**config.mk**
```make
export PLATFORM = sky130hd
export DESIGN_NAME = rom_burst_arbiter
export DESIGN_NICKNAME = d
export VERILOG_FILES = /design/src/rtl/rom_burst_arbiter.sv
export SDC_FILE = /design/constraint.sdc
export NUM_CORES = 1
export LEC_CHECK = 0
export ABC_AREA = 1
export CAP_MARGIN = 20
export CORE_MARGIN = 1.5
export CORE_UTILIZATION = 45
export CTS_CLUSTER_SIZE = 30
export DETAILED_ROUTE_END_ITERATION = 16
export GPL_TIMING_DRIVEN = 0
export PLACE_DENSITY = 0.8
export SLEW_MARGIN = 30
export SYNTH_ARGS = -nofsm -noshare
export SYNTH_HDL_FRONTEND = slang
export SYNTH_SLANG_ARGS = --single-unit
```
**constraint.sdc**
```tcl
create_clock -name clk -period 1.7 [get_ports clk]
set_input_delay 0.17 -clock clk [delete_from_list [all_inputs] [get_ports clk]]
set_output_delay 0.17 -clock clk [all_outputs]
set_load 0.03 [all_outputs]
```
**src/rtl/rom_burst_arbiter.sv**
```systemverilog
// Two-requester round-robin burst reader for a shared asynchronous ROM.
// Each accepted burst streams len+1 consecutive (wrapping) words through a one-deep registered output.
module rom_burst_arbiter #(
  parameter int WIDTH = 8,
  parameter int DEPTH = 256,
  localparam int AW = $clog2(DEPTH)
) (
  input  logic             clk,
  input  logic             rst,
  input  logic             req0_valid,
  input  logic [AW-1:0]    req0_addr,
  input  logic [3:0]       req0_len,
  output logic             req0_ready,
  input  logic             req1_valid,
  input  logic [AW-1:0]    req1_addr,
  input  logic [3:0]       req1_len,
  output logic             req1_ready,
  output logic [AW-1:0]    rom_addr,
  input  logic [WIDTH-1:0] rom_data,
  output logic             rsp_valid,
  output logic [WIDTH-1:0] rsp_data,
  output logic             rsp_id,
  output logic             rsp_last,
  input  logic             rsp_ready,
  output logic             busy
);

  typedef enum logic [1:0] {
    IDLE  = 2'd0,
    READ  = 2'd1,
    DRAIN = 2'd2
  } state_t;

  state_t           state_q, state_d;
  logic [AW-1:0]    cur_addr_q, cur_addr_d;
  logic [3:0]       remaining_q, remaining_d;
  logic             owner_q, owner_d;
  logic             last_grant_q, last_grant_d;
  logic             rsp_valid_q, rsp_valid_d;
  logic [WIDTH-1:0] rsp_data_q, rsp_data_d;
  logic             rsp_id_q, rsp_id_d;
  logic             rsp_last_q, rsp_last_d;
  logic             grant0_s, grant1_s;
  logic             load_s;

  // On a tie the requester that did not win last time takes the grant.
  always_comb begin
    grant0_s = 1'b0;
    grant1_s = 1'b0;
    if (state_q == IDLE && !rst) begin
      if (req0_valid && (!req1_valid || last_grant_q)) begin
        grant0_s = 1'b1;
      end else if (req1_valid) begin
        grant1_s = 1'b1;
      end else begin
        grant0_s = 1'b0;
      end
    end else begin
      grant1_s = 1'b0;
    end
  end

  assign load_s = (state_q == READ) && (!rsp_valid_q || rsp_ready);

  always_comb begin
    state_d      = state_q;
    cur_addr_d   = cur_addr_q;
    remaining_d  = remaining_q;
    owner_d      = owner_q;
    last_grant_d = last_grant_q;
    rsp_valid_d  = rsp_valid_q;
    rsp_data_d   = rsp_data_q;
    rsp_id_d     = rsp_id_q;
    rsp_last_d   = rsp_last_q;
    case (state_q)
      IDLE: begin
        if (grant0_s || grant1_s) begin
          cur_addr_d   = grant0_s ? req0_addr : req1_addr;
          remaining_d  = grant0_s ? req0_len : req1_len;
          owner_d      = grant1_s;
          last_grant_d = grant1_s;
          state_d      = READ;
        end else begin
          state_d = IDLE;
        end
      end
      READ: begin
        if (load_s) begin
          rsp_data_d  = rom_data;
          rsp_id_d    = owner_q;
          rsp_last_d  = (remaining_q == 4'd0);
          rsp_valid_d = 1'b1;
          cur_addr_d  = cur_addr_q + AW'(1);
          remaining_d = remaining_q - 4'd1;
          state_d     = (remaining_q == 4'd0) ? DRAIN : READ;
        end else begin
          state_d = READ;
        end
      end
      DRAIN: begin
        if (rsp_ready) begin
          rsp_valid_d = 1'b0;
          rsp_last_d  = 1'b0;
          state_d     = IDLE;
        end else begin
          state_d = DRAIN;
        end
      end
      default: begin
        state_d = IDLE;
      end
    endcase
  end

  always_ff @(posedge clk) begin
    if (rst) begin
      state_q      <= IDLE;
      cur_addr_q   <= '0;
      remaining_q  <= 4'd0;
      owner_q      <= 1'b0;
      last_grant_q <= 1'b1;
      rsp_valid_q  <= 1'b0;
      rsp_data_q   <= '0;
      rsp_id_q     <= 1'b0;
      rsp_last_q   <= 1'b0;
    end else begin
      state_q      <= state_d;
      cur_addr_q   <= cur_addr_d;
      remaining_q  <= remaining_d;
      owner_q      <= owner_d;
      last_grant_q <= last_grant_d;
      rsp_valid_q  <= rsp_valid_d;
      rsp_data_q   <= rsp_data_d;
      rsp_id_q     <= rsp_id_d;
      rsp_last_q   <= rsp_last_d;
    end
  end

  assign req0_ready = grant0_s;
  assign req1_ready = grant1_s;
  assign rom_addr   = cur_addr_q;
  assign rsp_valid  = rsp_valid_q;
  assign rsp_data   = rsp_data_q;
  assign rsp_id     = rsp_id_q;
  assign rsp_last   = rsp_last_q;
  assign busy       = (state_q != IDLE);

endmodule

```
==> metrics <==
Synth cell types=24; switching part of the total=0.411; # port buffers=57; ANT cells=0; row cnt=21; multi-input logic area=900 µm²; number of buffers created by CTS=3; asr flop ratio synth=0; Power Total=2.14 mW; Reg power frac=0.384; synthesized flop and latch total=27; prevailing post-synth register cell=dfxtp_1; Logic pwr share=0.486; P_int=1.26 mW; clock sinks=27; final hold viol count=0; die width=63.4 µm; Clock power frac=0.129; status=finished, final reports clean; Post-Route Utilization=0.676; Area growth syn-to-layout=40.5%; TritonCTS clock tree=done; total core area=3420 µm²; slowest stage cell, crit path=clkdlybuf4s50_1; die area=4030 µm²; Overflow after GRT=0; CP max stage delay=700 ps; Initial Utilization=0.481; crit path DAT=1460 ps; synth warn=0; IO Pins=59; CTS root buffer=clkbuf_4; Die H=63.4 µm; Bufs and invs on worst path=1; initial DRC count=151; initial antenna violation count=0; worst-skew pair later-pin latency=320 ps; H-Tree Depth=1; Max Fclk=0.612 GHz; Vias/cell=4.53; leakage power figure=1.14 nW; pwr/cell area=926 nW/µm²; CTS max path bufs=2; drt wl/cell=10.1 µm; Mapped Area=1640 µm²; crit-path cells=clkdlybuf4s50_1; largest net degree at the start of global routing=16; vias in the first global route=1510; Sequential Area=541 µm²; Worst Max-Slew Pin Slew=465 ps; Pre-antenna DRT Iters=4; CTS clock-pin slew for the worst setup and hold paths=150 ps; Final nets=378; Fill cells=335; NetSw=879 µW; crit start category=register; worst-path fanout max=5; final clock skew=9.04 ps; global-route wire length before repair=6.44 mm; Setup CP Type=register to output pin; via count=1740; Synthesized Nets=316; Max Cap Violations=0; worst hold path type=input port to register; routed wire length=3.89 mm; Remaining DRCs=0; RePlAce Congestion=0.850; # setup viols final=0; Seq/Total Area, Yosys=0.329; relative slew slack=0.690; Peak VDD IR=0.000421 V; dpl hpwl=3.01 mm; CP Capture Type=output pin; Synth Instances=277; Final ANT Viol Nets=0; worst path required time=1530 ps; share of layout cells above drive strength 1=0.0769; setup bufs post-CTS=0; Slew Limit Fails=0; Final period util=0.961; number of flops mapped to enable cells by yosys=0; RSZ-0062 raised after global routing=no; gr usage total=0.197; Avg Cell Area, Syn=5.94 µm²; Worst path top cell family by delay=buffers and inverters; most common cell after layout, fill and taps aside=nand2_1; most frequent cells in the layout=nand2_1 (75), clkdlybuf4s50_1 (54), nor2_1 (53), inv_1 (40), nand3_1 (30); crit path time final=1630 ps
==> worst register-to-register path, delay by kind of cell (launching register included) <==
family        cells  cell delay, ps
simple gates      5             590
flops             1             420
buf+inv           3             410
==> repair_timing <==
item                                    4_1_cts  5_1_grt
resized for setup                            14        3
endpoints found under the setup margin        3        2
hold buffers                                  0        0
==> cell families (layout without fill, tap and decap cells) <==
logic type	Yosys count	in the layout	synth area share
AND/OR/NAND/NOR	169	169	0.436
buffers and inverters	54	115	0.135
flip-flops	27	27	0.329
AO/OA/AOI/OAI	23	23	0.0738
adder cells (fa/ha/maj)	2	2	0.0152
XOR/XNOR	2	2	0.0107
==> metal layers <==
metal,GRT usage,share of wire,wire [µm],vias up
li1,-,-,-,963
met1,0.270,0.50,1930,719
met2,0.320,0.45,1760,53
met3,0.0304,0.042,165,5
met4,0.0571,0.0093,36,0
met5,0,0,0,-
==> power by group through the flow <==
stage	registers, mW	logic [mW]	clock network, mW
floorplan	0.975	0.537	0
global placement	0.833	1.02	0
detailed placement	0.837	1.04	0
CTS	0.823	1.04	0.286
global route	0.839	1.15	0.314
finish	0.822	1.04	0.276
==> state kept, by name (all words and copies together) (netlist names) <==
name / flops
remaining_q: 4
state_q: 2
rsp_valid: 1
rsp_id: 1
owner_q: 1
last_grant_q: 1
rsp_last: 1
rsp_data: 8
rom_addr: 8
==> synth_stat cells (2+ instances only) <==
master	number	area, µm²
nand2_1	75	282
nor2_1	55	206
inv_1	40	150
nand3_1	30	150
dfxtp_1	27	541
o21ai_0	13	65.1
a21oi_1	7	35.0
buf_2	4	20.0
clkbuf_1	4	15.0
inv_2	3	11.3
buf_6	2	22.5
ha_1	2	25.0
nand2_2	2	12.5
nor2_2	2	12.5
xor2_1	2	17.5
==> stage by stage <==
step | cell area (µm²) | worst slack, ps | instances | hold WS [ps] | TNS [ps]
3_3_place_gp | 2270 | -435 | 380 | 453 | -606
4_1_cts | 2310 | 25.1 | 384 | 123 | 0
2_1_floorplan | 1640 | 270 | 277 | 337 | 0
3_5_place_dp | 2270 | -442 | 380 | 471 | -664
6_report | 2310 | 65.5 | 384 | 132 | 0
5_1_grt | 2310 | 2.09 | 384 | 140 | 0
==> layout make-up <==
class                           count  area share
Buffer                             10      0.0260
Multi-Input combinational cell    196       0.389
Inverter                           44      0.0715
Timing Repair Buffer               57       0.242
Tap cell                           46      0.0249
Sequential cell                    27       0.234
Clock buffer                        3     0.00975
Clock inverter                      1     0.00217
==> path summary, 6_finish.rpt <==
path	from	to	slack (ps)	cells past startpoint
max reg2reg	state_q[0]	rom_addr[6]	190	8
min	rst	state_q[1]	130	2
min reg2reg	rsp_data[5]	rsp_data[5]	500	2
max	rom_addr[2]	rom_addr[2]	70	1
(Power assumes the default switching activity.)
